===== config.mk =====
export PLATFORM = sky130hd
export DESIGN_NAME = multdiv_ctrl_flat
export DESIGN_NICKNAME = d
export VERILOG_FILES = /design/src/rtl/multdiv_ctrl_if.sv /design/src/rtl/multdiv_ctrl.sv /design/src/flat_wrapper.sv
export SDC_FILE = /design/constraint.sdc
export NUM_CORES = 1
export LEC_CHECK = 0
export CAP_MARGIN = 20
export CORE_UTILIZATION = 29
export DETAILED_ROUTE_END_ITERATION = 7
export HOLD_SLACK_MARGIN = 0.15
export PLACE_DENSITY = 0.67
export SLEW_MARGIN = 10
export SYNTH_ARGS = -nofsm -noshare
export SYNTH_HDL_FRONTEND = slang
export SYNTH_SLANG_ARGS = --single-unit

===== constraint.sdc =====
create_clock -name clock -period 1.82 [get_ports clock]
set_input_delay 0.455 -clock clock [delete_from_list [all_inputs] [get_ports clock]]
set_output_delay 0.455 -clock clock [all_outputs]
set_load 0.02 [all_outputs]

===== src/rtl/multdiv_ctrl_if.sv =====
// Request and datapath handshake bundle for the multiply/divide controller.
// master: pipeline/datapath side; slave: controller side.
interface multdiv_ctrl_if;
    logic       ctrl_mult;
    logic       ctrl_div;
    logic       flush;
    logic       dp_zero_divisor;
    logic       dp_init;
    logic       dp_step;
    logic       dp_mode;
    logic [5:0] step_count;
    logic       stall;
    logic       busy;
    logic       data_resultRDY;
    logic       data_exception;
    logic       weStatus;

    modport master (
        output ctrl_mult, ctrl_div, flush, dp_zero_divisor,
        input  dp_init, dp_step, dp_mode, step_count,
        input  stall, busy, data_resultRDY, data_exception, weStatus
    );

    modport slave (
        input  ctrl_mult, ctrl_div, flush, dp_zero_divisor,
        output dp_init, dp_step, dp_mode, step_count,
        output stall, busy, data_resultRDY, data_exception, weStatus
    );
endinterface


===== src/rtl/multdiv_ctrl.sv =====
// Sequencer for an iterative multiply/divide datapath: IDLE/INIT/RUN/DONE.
// Ports: clock, reset (async active-low), bus (multdiv_ctrl_if.slave).
module multdiv_ctrl #(
    parameter int unsigned MULT_STEPS = 16,
    parameter int unsigned DIV_STEPS  = 32
) (
    input  logic          clock,
    input  logic          reset,
    multdiv_ctrl_if.slave bus
);

    typedef enum logic [1:0] {
        IDLE,
        INIT,
        RUN,
        DONE
    } state_t;

    localparam logic [5:0] MULT_LAST = 6'(MULT_STEPS - 1);
    localparam logic [5:0] DIV_LAST  = 6'(DIV_STEPS - 1);

    state_t     state_q, state_d;
    logic [5:0] step_q, step_d;
    logic       mode_q, mode_d;
    logic       exc_q, exc_d;

    logic       start;
    logic       accept;
    logic [5:0] last_step;

    assign start     = (bus.ctrl_mult | bus.ctrl_div) & ~bus.flush;
    assign accept    = (state_q == IDLE || state_q == DONE) & start;
    assign last_step = mode_q ? DIV_LAST : MULT_LAST;

    always_ff @(posedge clock or negedge reset) begin
        if (!reset) begin
            state_q <= IDLE;
            step_q  <= '0;
            mode_q  <= 1'b0;
            exc_q   <= 1'b0;
        end else begin
            state_q <= state_d;
            step_q  <= step_d;
            mode_q  <= mode_d;
            exc_q   <= exc_d;
        end
    end

    always_comb begin
        state_d = state_q;
        step_d  = step_q;
        mode_d  = mode_q;
        exc_d   = exc_q;
        if (bus.flush) begin
            state_d = IDLE;
        end else begin
            unique case (state_q)
                IDLE, DONE: begin
                    if (start) begin
                        state_d = INIT;
                        // multiply wins when both requests arrive together
                        mode_d  = ~bus.ctrl_mult;
                        exc_d   = 1'b0;
                    end else begin
                        state_d = IDLE;
                    end
                end
                INIT: begin
                    if (mode_q && bus.dp_zero_divisor) begin
                        state_d = DONE;
                        exc_d   = 1'b1;
                    end else begin
                        state_d = RUN;
                        step_d  = '0;
                    end
                end
                RUN: begin
                    // step_count stays on the last index through DONE
                    if (step_q == last_step) begin
                        state_d = DONE;
                    end else begin
                        step_d = step_q + 6'd1;
                    end
                end
                default: state_d = IDLE;
            endcase
        end
    end

    assign bus.dp_init        = (state_q == INIT);
    assign bus.dp_step        = (state_q == RUN);
    assign bus.busy           = (state_q == INIT) | (state_q == RUN);
    assign bus.dp_mode        = mode_q;
    assign bus.step_count     = step_q;
    assign bus.data_resultRDY = (state_q == DONE);
    assign bus.data_exception = (state_q == DONE) & exc_q;
    assign bus.weStatus       = (state_q == DONE) & exc_q;
    // reset gates the combinational request path so stall drops at once
    assign bus.stall          = reset & (bus.busy | accept);

endmodule


===== src/flat_wrapper.sv =====
// flat-port wrapper written by rule: the top's interface ports become plain ports
module multdiv_ctrl_flat 
#(
    parameter int unsigned MULT_STEPS = 16,
    parameter int unsigned DIV_STEPS  = 32
)
  (clock, reset, bus_ctrl_mult, bus_ctrl_div, bus_flush, bus_dp_zero_divisor, bus_dp_init, bus_dp_step, bus_dp_mode, bus_step_count, bus_stall, bus_busy, bus_data_resultRDY, bus_data_exception, bus_weStatus);
  multdiv_ctrl_if bus_i ();
  input  logic clock;
  input  logic reset;
  input wire logic [$bits(bus_i.ctrl_mult)-1:0] bus_ctrl_mult;
  input wire logic [$bits(bus_i.ctrl_div)-1:0] bus_ctrl_div;
  input wire logic [$bits(bus_i.flush)-1:0] bus_flush;
  input wire logic [$bits(bus_i.dp_zero_divisor)-1:0] bus_dp_zero_divisor;
  output wire logic [$bits(bus_i.dp_init)-1:0] bus_dp_init;
  output wire logic [$bits(bus_i.dp_step)-1:0] bus_dp_step;
  output wire logic [$bits(bus_i.dp_mode)-1:0] bus_dp_mode;
  output wire logic [$bits(bus_i.step_count)-1:0] bus_step_count;
  output wire logic [$bits(bus_i.stall)-1:0] bus_stall;
  output wire logic [$bits(bus_i.busy)-1:0] bus_busy;
  output wire logic [$bits(bus_i.data_resultRDY)-1:0] bus_data_resultRDY;
  output wire logic [$bits(bus_i.data_exception)-1:0] bus_data_exception;
  output wire logic [$bits(bus_i.weStatus)-1:0] bus_weStatus;
  assign bus_i.ctrl_mult = bus_ctrl_mult;
  assign bus_i.ctrl_div = bus_ctrl_div;
  assign bus_i.flush = bus_flush;
  assign bus_i.dp_zero_divisor = bus_dp_zero_divisor;
  assign bus_dp_init = bus_i.dp_init;
  assign bus_dp_step = bus_i.dp_step;
  assign bus_dp_mode = bus_i.dp_mode;
  assign bus_step_count = bus_i.step_count;
  assign bus_stall = bus_i.stall;
  assign bus_busy = bus_i.busy;
  assign bus_data_resultRDY = bus_i.data_resultRDY;
  assign bus_data_exception = bus_i.data_exception;
  assign bus_weStatus = bus_i.weStatus;
  multdiv_ctrl #(.MULT_STEPS(MULT_STEPS), .DIV_STEPS(DIV_STEPS)) u_core (.clock(clock), .reset(reset), .bus(bus_i));
endmodule

### Word level (Yosys, flattened, before mapping)

Index checks and enable logic that the tools add are counted.

* output and inout bits: 14
* word-level logic and storage cells: 44
* bits in registers: 10

* bitwise logic cells: 9
* $add $sub $neg: 1
* reduce and logical (&&, ||, !) cells: 9
* eq/ne operators: 9
* muxes and demuxes: 12

Operators by type and width (number)
* two-way mux 6 bit: 2
* one-hot mux 6 bit (2 select lines): 1
* AND reduction 4 bit: 2
* adder 6 x 1 -> 6 bit (second input constant): 1
* == test 6 bit: 1
* one-hot mux 2 bit (3 select lines): 1
* two-way mux 5 bit: 1
* bitwise AND 1 bit: 4
* == test 2 bit (second input constant): 2
* two-way mux 1 bit: 4
* two-way mux 2 bit: 2
* inequality test 2 x 1 -> 1 bit (second input constant): 2
* inequality test 2 bit (second input constant): 2
* nonzero test 2 bit: 2
* inequality test 3 x 2 -> 1 bit (second input constant): 1
* bitwise OR 1 bit: 3
* AND reduction 3 bit: 1
* == test 2 x 1 -> 1 bit (second input constant): 1
* logical NOT 2 bit: 1
* inverter 1 bit: 2
* one-hot mux 1 bit (2 select lines): 1
* OR reduction 2 bit: 1
* logical AND 1 bit: 1
* logical OR 1 bit: 1

### Depth between registers and ports, before layout

Gate-level depths: netlist of run 1.

* word-level depth: 5
* depth in mapped cells: 6
* depth with buffers taken out: 6

### Worst setup path before layout of run 1

No wires, ideal clock.

* path type: register to register
* start: register u_core.step_q[0], in the netlist u_core.bus.step_count[0]
* end: register u_core.state_q[0]
* buffers on the path: 1
* setup time: 0.073 ns
* stages on the path, launching flop included: 7
* slack: -0.067 ns
* period minus slack after synthesis: 1.887 ns
* arrival time: 1.814 ns
* cell sequence: dfrtp_1 -> ha_1 -> nand3_2 -> or3_1 -> buf_2 -> a221o_1 -> a21oi_2

* longest elaborated chain between the ends: 2

RTL lines
* start, declared: RTL line multdiv_ctrl.sv:23 `logic [5:0] step_q, step_d;`
* start signal, assigned: RTL line multdiv_ctrl.sv:43 `step_q <= step_d;`
* == test 6 bit: RTL line multdiv_ctrl.sv:79 `if (step_q == last_step) begin`
* inequality test 3 x 2 -> 1 bit (no source line)
* end signal, assigned: RTL line multdiv_ctrl.sv:42 `state_q <= state_d;`
* end, declared: RTL line multdiv_ctrl.sv:22 `state_t state_q, state_d;`

No other way between the ends.
A chain may end at the register's enable or synchronous reset.

### Worst setup path after layout of run 1

* start: register u_core.step_q[5], in the netlist u_core.bus.step_count[5]
* end: output port bus_step_count[5]

RTL lines
* end, declared: RTL line flat_wrapper.sv:18 `output wire logic [$bits(bus_i.step_count)-1:0] bus_step_count;`

No word-level cell between the ends.

==> flow_summary.json, run 1 <==
{
  "status": "finished, final reports clean",
  "hpwlAfterDp_um": 1320,
  "grt_overflow": 0,
  "crit_path_top_delay_cell": "clkdlybuf4s50_1",
  "core_area_um2": 2040,
  "crit_path_max_incr_delay_ps": 630,
  "netlist_instances": 77,
  "cp-start-kind": "flop",
  "cp_top_family": "buffers and inverters",
  "startpoint": "u_core.bus.step_count[5]",
  "clk_latency_ps": 270,
  "synth_seq_area_share": 0.382,
  "wl_per_cell_um": 13.8,
  "grt_max_degree": 19,
  "cap_violations": 0,
  "fmax_mhz": 562,
  "ctsHoldBuffers": 0,
  "setup_ws_ps": 41.5,
  "nets": 124,
  "cp-endpoint": "bus_step_count[5]",
  "drt_iter0_drc": 29,
  "powerDensity_nw_per_um2": 1310,
  "dieWidth_um": 49.5,
  "whs_ps": 523,
  "start_util": 0.321,
  "rr_worst_depth": 9,
  "ios": 20,
  "n_antenna_cell": 0,
  "grt_pass1_wl_um": 3050,
  "clkTransAtPathRegs_ps": 70,
  "critPathArrivalTime_ps": 1320,
  "cts_htree_levels": 1,
  "skew_ps": 5.50,
  "syn-num-nets": 87,
  "multiInputGateArea_um2": 413,
  "path_depth": 1,
  "crit_required_ps": 1360,
  "syn2layout_area_growth_pct": 60.3,
  "yosysWarningCount": 0,
  "crit_chain": "clkdlybuf4s50_1",
  "r2r_start": "u_core.state_q[1]",
  "drt-total-wl_um": 1930,
  "detail-route-antenna-nets": 0,
  "die_h_um": 49.5,
  "synth_top_cell_by_area": "dfrtp_1",
  "synth_area_per_cell_um2": 8.51,
  "synth_cell_types": 29,
  "cts.sinks": 10,
  "cts_tree": "yes",
  "via_per_inst": 5.31,
  "place.gp.congestion": 0.807,
  "fin_setup_tns_ps": 0,
  "numCtsBuffers": 3,
  "io_buffers": 19,
  "rows": 16,
  "setup_viol": 0,
  "synth-seq-cells": 10,
  "hold_path_class": "in -> async",
  "firstDrtPassIters": 4,
  "drive_gt1_frac": 0.292,
  "root_buffer": "clkbuf_4",
  "hold_viol": 0,
  "end_kind": "output pin",
  "irDropWorstVdd_uv": 866,
  "clockBufferDepth": 2,
  "dieArea_um2": 2450,
  "r2r_slack_ps": 70,
  "place_inst": 136,
  "r2r-end": "u_core.bus.step_count[4]",
  "drv_slew": 0,
  "regArea_um2": 253,
  "fin_crit_ps": 1780,
  "cp_num_buf_inv": 1,
  "criticalPathCategory": "reg -> out",
  "post-route-period-util": 0.977,
  "crit_fanout": 6,
  "post-route-drc-count": 0,
  "num_vias": 743,
  "grt_pass1_vias": 707,
  "slew_headroom": 0.671,
  "nFillCells": 207,
  "tightest_slew_ps": 490,
  "synth_area_um2": 656,
  "track_usage": 0.165,
  "final_cells": 140,
  "p_leak_nw": 0.530,
  "synth_area_leaders": "dfrtp_1 (38%), ha_1 (7.6%), nand3_1 (6.9%)",
  "synth_top_area_frac": 0.382,
  "grt_antenna_before_repair": 0,
  "dp_slack_ps": -474
}
## worst min-delay path by stage
stage / start / endpoint / slack [ps] / cells past startpoint
2_1_floorplan: reset / u_core.bus.dp_mode / 160 / 0
3_3_place_gp: u_core.bus.step_count[5] / u_core.bus.step_count[5] / 560 / 2
3_5_place_dp: u_core.bus.step_count[5] / u_core.bus.step_count[5] / 570 / 2
4_1_cts: reset / u_core.bus.step_count[5] / 500 / 2
5_1_grt: reset / u_core.bus.step_count[5] / 530 / 2
6_report: reset / u_core.bus.step_count[5] / 520 / 2
## worst register-to-register path: stages (launching register included)
cell      delay, ps
dfrtp_1         390
buf_4           130
inv_1            50
ha_1            190
buf_4           160
a31oi_4         160
buf_6           140
nand3b_1         70
or3_1           320
nand3_1          80
## placed cells by master (no fill, tap or decap), types with 3 or more instances in the layout
cell	instances
clkbuf_4	3
buf_2	3
nor2_1	5
ha_1	3
nand3_1	9
clkdlybuf4s50_1	3
dlygate4sd2_1	6
inv_1	4
dlymetal6s2s_1	5
a21oi_1	6
dfrtp_1	8
or3_1	3
nand3b_1	3
nand2_1	9
buf_4	17
## report_power, final
group          internal (mW)  total [mW]  switching, mW  leakage [nW]
clock network         0.0848       0.166         0.0810        0.0150
logic                  0.388       0.835          0.447         0.385
registers              0.298       0.381         0.0830         0.130
total                  0.771        1.38          0.611         0.530
## registers in the layout, summed over array words and instances (netlist names)
register / count
u_core.exc_q: 1
u_core.state_q: 2
u_core.bus.step_count: 6
u_core.bus.dp_mode: 1
## layout make-up
cell class	instances	area share
inverters	4	0.0143
repair buffers	36	0.295
well taps	27	0.0321
clock buffers	4	0.0250
multi-input cells	59	0.393
flip-flops and latches	10	0.240
## synth_stat cells
cell / count
clkbuf_1: 2
o32ai_1: 1
o311ai_0: 1
a221o_1: 1
nand3_1: 9
o221ai_1: 1
nand4_1: 1
nand3b_1: 3
and2_1: 1
xor2_1: 1
ha_1: 4
and3_1: 1
o21bai_1: 1
nor3_1: 2
o21ai_0: 1
buf_4: 1
a21oi_2: 1
a21boi_0: 1
dfrtp_1: 10
or3_1: 3
a31oi_1: 1
nand2_1: 9
nand3_2: 1
o211ai_1: 2
inv_1: 4
nor2_1: 5
a311oi_1: 2
buf_2: 1
a21oi_1: 6
## cells by family after synthesis
kind of cell | count (synthesis) | share of synthesized area
adders and majority gates | 4 | 0.0763
DFF | 10 | 0.382
and+or+nand+nor | 35 | 0.271
xor gates and xnor gates | 1 | 0.0134
AOI/OAI and AO/OA | 19 | 0.204
buffers and inverters | 8 | 0.0534
## routing by layer
layer | wire length (um) | part of all wire | track usage
met2 | 902 | 0.47 | 0.275
met1 | 890 | 0.46 | 0.207
met4 | 64 | 0.033 | 0.0762
met3 | 76 | 0.039 | 0.0278
met5 | 0 | 0 | 0
## per-stage QoR
stage	utilization	cell area (um2)	power, mW
after floorplan	-	658	0.789
after global placement	0.485	990	1.19
after detailed placement	0.485	990	1.20
after CTS	0.491	1000	1.33
after global routing	0.515	1050	1.48
final	0.515	1050	1.38
## timing repair
item | 4_1_cts | 5_1_grt
buffers inserted | 0 | 0
setup endpoints to repair | 12 | 10
hold endpoints to repair | 0 | 0
pin swaps | 0 | 2
resized for setup | 27 | 13
cloned | 0 | 0
No activity file was read; power rests on OpenSTA's default activity.
==> run 2, diff against run 1 <==
--- a/config.mk
+++ b/config.mk
@@ -7,6 +7,7 @@
 export LEC_CHECK = 0
 export CAP_MARGIN = 20
 export CORE_UTILIZATION = 29
+export CTS_BUF_LIST = sky130_fd_sc_hd__clkbuf_8
 export DETAILED_ROUTE_END_ITERATION = 7
 export HOLD_SLACK_MARGIN = 0.15
 export PLACE_DENSITY = 0.67
==> run 2 against run 1 <==
Against the previous run:
- critical path depth is 7 higher
- die area stayed put
- sequential power hardly changed
- via count is 0.27% higher
- power is 3.6% higher
- hold slack better by 24 ps
- non-clock buffer count stayed put
- fmax is 1.0% higher
- largest power group unchanged
- highest routed layer unchanged
==> flow_summary.json, run 2 (same netlist as run 1, synthesis figures left out) <==
{
  "drv_slew": 0,
  "grtUsageMet2": 0.275,
  "final_cell_mix": "buf_4 (17), nand3_1 (9), nand2_1 (9)",
  "slew_headroom": 0.734,
  "powerDensity_nw_per_um2": 1350,
  "intPower_uw": 819,
  "rr_worst_depth": 8,
  "cap_violations": 0,
  "fmax_mhz": 568,
  "fin_crit_ps": 1760,
  "hpwlAfterDp_um": 1320,
  "crit_required_ps": 1990,
  "n_antenna_cell": 0,
  "io_buffers": 19,
  "p_switching_uw": 612,
  "nets": 124,
  "cts_tree": "yes",
  "wl_per_cell_um": 13.9,
  "criticalPathCategory": "reg -> reg",
  "via_per_inst": 5.32,
  "status": "finished, final reports clean",
  "largest_reg_flops": 6,
  "grt_pass1_vias": 703,
  "grt_max_degree": 19,
  "dieWidth_um": 49.5,
  "numCtsBuffers": 3,
  "dieArea_um2": 2450,
  "end_kind": "flop",
  "skew_ps": 4.95,
  "ios": 20,
  "tightest_slew_ps": 397,
  "cts_htree_levels": 1,
  "clockBufferDepth": 2,
  "grt_pass1_wl_um": 3120,
  "nFillCells": 204,
  "track_usage": 0.174,
  "grt_antenna_before_repair": 0,
  "grt_overflow": 0,
  "grtUsageMet3": 0.0370,
  "die_h_um": 49.5,
  "post-route-drc-count": 0,
  "crit_fanout": 6,
  "clk_latency_ps": 240,
  "hold_path_class": "in -> async",
  "irDropWorstVdd_uv": 943,
  "ctsHoldBuffers": 0,
  "pwr-share-comb": 0.566,
  "detail-route-antenna-nets": 0,
  "setup_viol": 0,
  "drt_iter0_drc": 52,
  "crit_top_cell": "buf_4",
  "fin_util": 0.521,
  "critPathArrivalTime_ps": 1930,
  "rows": 16,
  "crit_chain": "buf_4, ha_1, buf_4, a31oi_4, buf_6, nand3b_1, or3_1, nand3_1",
  "multiInputGateArea_um2": 400,
  "post-route-period-util": 0.968,
  "num_vias": 745,
  "drt-total-wl_um": 1940,
  "place.gp.congestion": 0.807,
  "p_leak_nw": 0.570,
  "crit_path_max_incr_delay_ps": 370,
  "busiest_layer": "met2",
  "drive_gt1_frac": 0.283,
  "final_common_cell": "buf_4",
  "cp-start-kind": "flop",
  "core_area_um2": 2040,
  "crit_path_top_delay_cell": "dfrtp_1",
  "clkTransAtPathRegs_ps": 50,
  "cts_setup_buffers": 0,
  "root_buffer": "clkbuf_8",
  "syn2layout_area_growth_pct": 62.2,
  "whs_ps": 547,
  "switching_share": 0.428,
  "cts.sinks": 10,
  "grtUsageMet1": 0.214,
  "clockPowerShare": 0.168,
  "grt_setup_unrepaired": "false",
  "regArea_um2": 253,
  "firstDrtPassIters": 4,
  "p_seq_frac": 0.266,
  "start_util": 0.321,
  "hold_viol": 0
}
-- run 2: area by class of cell --
| type | instances | area share |
|---|---|---|
| well taps | 27 | 0.0318 |
| repair buffers | 36 | 0.298 |
| clock buffers | 3 | 0.0388 |
| clock inverters | 1 | 0.00353 |
| multi-input cells | 59 | 0.376 |
| flip-flops and latches | 10 | 0.238 |
| inverters | 4 | 0.0141 |
-- run 2: routing by layer --
metal / part of all wire / routed length, um
met1: 0.43 / 836
met2: 0.49 / 948
met3: 0.049 / 95
met4: 0.031 / 61
met5: 0 / 0
-- run 2: path summary, 6_finish.rpt --
path | start | endpoint | slack [ps]
setup reg to reg | u_core.state_q[0] | u_core.bus.step_count[4] | 60
setup / recovery | u_core.state_q[0] | u_core.bus.step_count[4] | 60
min in group clock | bus_flush | u_core.state_q[0] | 560
hold reg to reg | u_core.bus.step_count[5] | u_core.bus.step_count[5] | 580
max in group asynchronous | reset | u_core.bus.step_count[1] | 1120
hold / removal | reset | u_core.bus.step_count[5] | 550
-- run 2: per-stage QoR --
step	std cells	worst slack (ps)	TNS, ps	power [mW]	area (um2)
floorplan	77	24.4	0	0.789	658
global placement	136	-456	-1010	1.19	990
detailed placement	136	-474	-1180	1.20	990
CTS	140	9.31	0	1.43	1040
global route	140	0.135	0	1.54	1060
finish	140	59.1	0	1.43	1060
-- run 2: power by group through the flow --
stage               clock network [mW]  logic (mW)  registers [mW]
finish                           0.241       0.810           0.380
global route                     0.263       0.886           0.389
CTS                              0.246       0.812           0.376
detailed placement                   0       0.824           0.376
global placement                     0       0.817           0.372
floorplan                            0       0.346           0.442
-- run 2: what timing repair did --
item                       4_1_cts  5_1_grt
setup endpoints to repair        9       15
pin swaps                        0        1
gates resized for setup         20       17
-- run 2: critical path: cells and delay by family, from the launching register on --
kind                     cells  cell delay, ps
AND/OR/NAND/NOR              3             470
AO/OA/AOI/OAI                1             200
flip-flops                   1             370
buffers and inverters        3             450
adder cells (fa/ha/maj)      1             210
==> run 3, diff against run 2 <==
--- a/config.mk
+++ b/config.mk
@@ -9,8 +9,9 @@
 export CORE_UTILIZATION = 29
 export CTS_BUF_LIST = sky130_fd_sc_hd__clkbuf_8
 export DETAILED_ROUTE_END_ITERATION = 7
+export DONT_BUFFER_PORTS = 1
 export HOLD_SLACK_MARGIN = 0.15
-export PLACE_DENSITY = 0.67
+export PLACE_DENSITY = 0.55
 export SLEW_MARGIN = 10
 export SYNTH_ARGS = -nofsm -noshare
 export SYNTH_HDL_FRONTEND = slang
==> constraint.sdc (replaced) <==
create_clock -name clock -period 1.82 [get_ports clock]
set_input_delay 0.364 -clock clock [delete_from_list [all_inputs] [get_ports clock]]
set_output_delay 0.364 -clock clock [all_outputs]
set_load 0.02 [all_outputs]
==> run 3 against run 2 <==
Against the previous run:
- register-to-register slack better by 40 ps
- non-clock buffer count down 22
- power down 9.1%
- routed wire length down 15%
- via count down 18%
- clock power up 17%
- global-route usage down 2.1 points
- critical path depth down 6
==> flow_summary.json, run 3 (same netlist as run 1, synthesis figures left out) <==
{
  "crit_required_ps": 1460,
  "num_vias": 612,
  "via_per_inst": 5.19,
  "firstDrtPassIters": 4,
  "clk_latency_ps": 240,
  "hold_path_class": "in -> reg",
  "cap_violations": 0,
  "ios": 20,
  "hold_viol": 0,
  "critPathArrivalTime_ps": 1370,
  "grt_max_degree": 15,
  "post-route-drc-count": 0,
  "cts.sinks": 10,
  "p_leak_nw": 0.366,
  "drt-total-wl_um": 1650,
  "root_buffer": "clkbuf_8",
  "final_common_cell": "buf_4",
  "clockBufferDepth": 2,
  "cts_tree": "yes",
  "start_util": 0.321,
  "fin_setup_tns_ps": 0,
  "skew_ps": 6.43,
  "io_buffers": 0,
  "powerDensity_nw_per_um2": 1560,
  "nFillCells": 219,
  "drive_gt1_frac": 0.231,
  "track_usage": 0.153,
  "cp-start-kind": "flop",
  "nets": 102,
  "core_area_um2": 2040,
  "cts_htree_levels": 1,
  "largest_reg_flops": 6,
  "place.gp.congestion": 0.731,
  "n_antenna_cell": 0,
  "grt_antenna_before_repair": 0,
  "tightest_slew_ps": 599,
  "die_h_um": 49.5,
  "drt_iter0_drc": 16,
  "irDropWorstVdd_uv": 654,
  "wl_per_cell_um": 14.0,
  "setup_ws_ps": 89.9,
  "criticalPathCategory": "reg -> out",
  "dieArea_um2": 2450,
  "detail-route-antenna-nets": 0,
  "end_kind": "output pin",
  "slew_headroom": 0.598,
  "numCtsBuffers": 3,
  "syn2layout_area_growth_pct": 27.3,
  "hpwlAfterDp_um": 1260,
  "dieWidth_um": 49.5,
  "drv_slew": 0,
  "dp_slack_ps": 103,
  "grt_setup_unrepaired": "false",
  "grt_pass1_vias": 633,
  "grt_overflow": 0,
  "final_cell_mix": "buf_4 (13), nand3_1 (9), nand2_1 (9)",
  "setup_viol": 0,
  "fmax_mhz": 578,
  "rows": 16,
  "fin_crit_ps": 1730,
  "crit_fanout": 4,
  "post-route-period-util": 0.951,
  "clkTransAtPathRegs_ps": 50,
  "status": "finished, final reports clean",
  "grt_pass1_wl_um": 2840
}
run 3: final cells by class:
class,count,area (um2),share of cell area
timing repair buffer,14,108,0.129
tap,27,33.8,0.0405
inverter,4,15.0,0.0180
multi-input combinational,59,370,0.444
sequential,10,253,0.303
clock buffer,4,55.1,0.0660
run 3: path summary, 6_finish.rpt:
kind                                          startpoint                       end  slack (ps)  depth (start not counted)
worst max-delay path                   u_core.state_q[0]              bus_weStatus          90                          2
worst min-delay path                           bus_flush         u_core.state_q[0]         170                          1
worst max register to register  u_core.bus.step_count[1]         u_core.state_q[0]         100                          5
worst min register to register              u_core.exc_q              u_core.exc_q         570                          2
max in group asynchronous                          reset  u_core.bus.step_count[0]         950                          1
min in group asynchronous                          reset         u_core.state_q[1]         520                          1
run 3: stage by stage:
step	hold WS (ps)	total power, mW	area (um2)	std cells	utilization
floorplan	68.4	0.789	658	77	-
global placement	68.7	1.00	769	113	0.377
detailed placement	68.7	1.01	769	113	0.377
CTS	166	1.31	835	118	0.409
global route	160	1.40	835	118	0.409
finish	170	1.30	835	118	0.409
run 3: per-layer routing:
metal | routed length [um] | part of all wire | track usage | vias to the layer above
met5 | 0 | 0 | 0 | -
met4 | 0 | 0 | 0.0476 | 0
met3 | 94 | 0.057 | 0.0679 | 0
met2 | 860 | 0.52 | 0.261 | 12
met1 | 699 | 0.42 | 0.169 | 289
li1 | - | - | - | 311
run 3: worst max-delay path, cell delays in order (launching register included):
cell and delay [ps]:
dfrtp_1 410, ha_1 300, and2_1 410
run 3: power by group:
group          switching [mW]  internal, mW  leakage (nW)
logic                   0.415         0.253         0.208
clock network          0.0920         0.191        0.0288
registers              0.0519         0.299         0.130
total                   0.559         0.743         0.366
run 3: timing repair:
action,4_1_cts,5_1_grt
resized for setup,0,2
hold endpoints to repair,10,0
buffers inserted,0,0
hold buffers,1,0
endpoints found under the setup margin,0,2
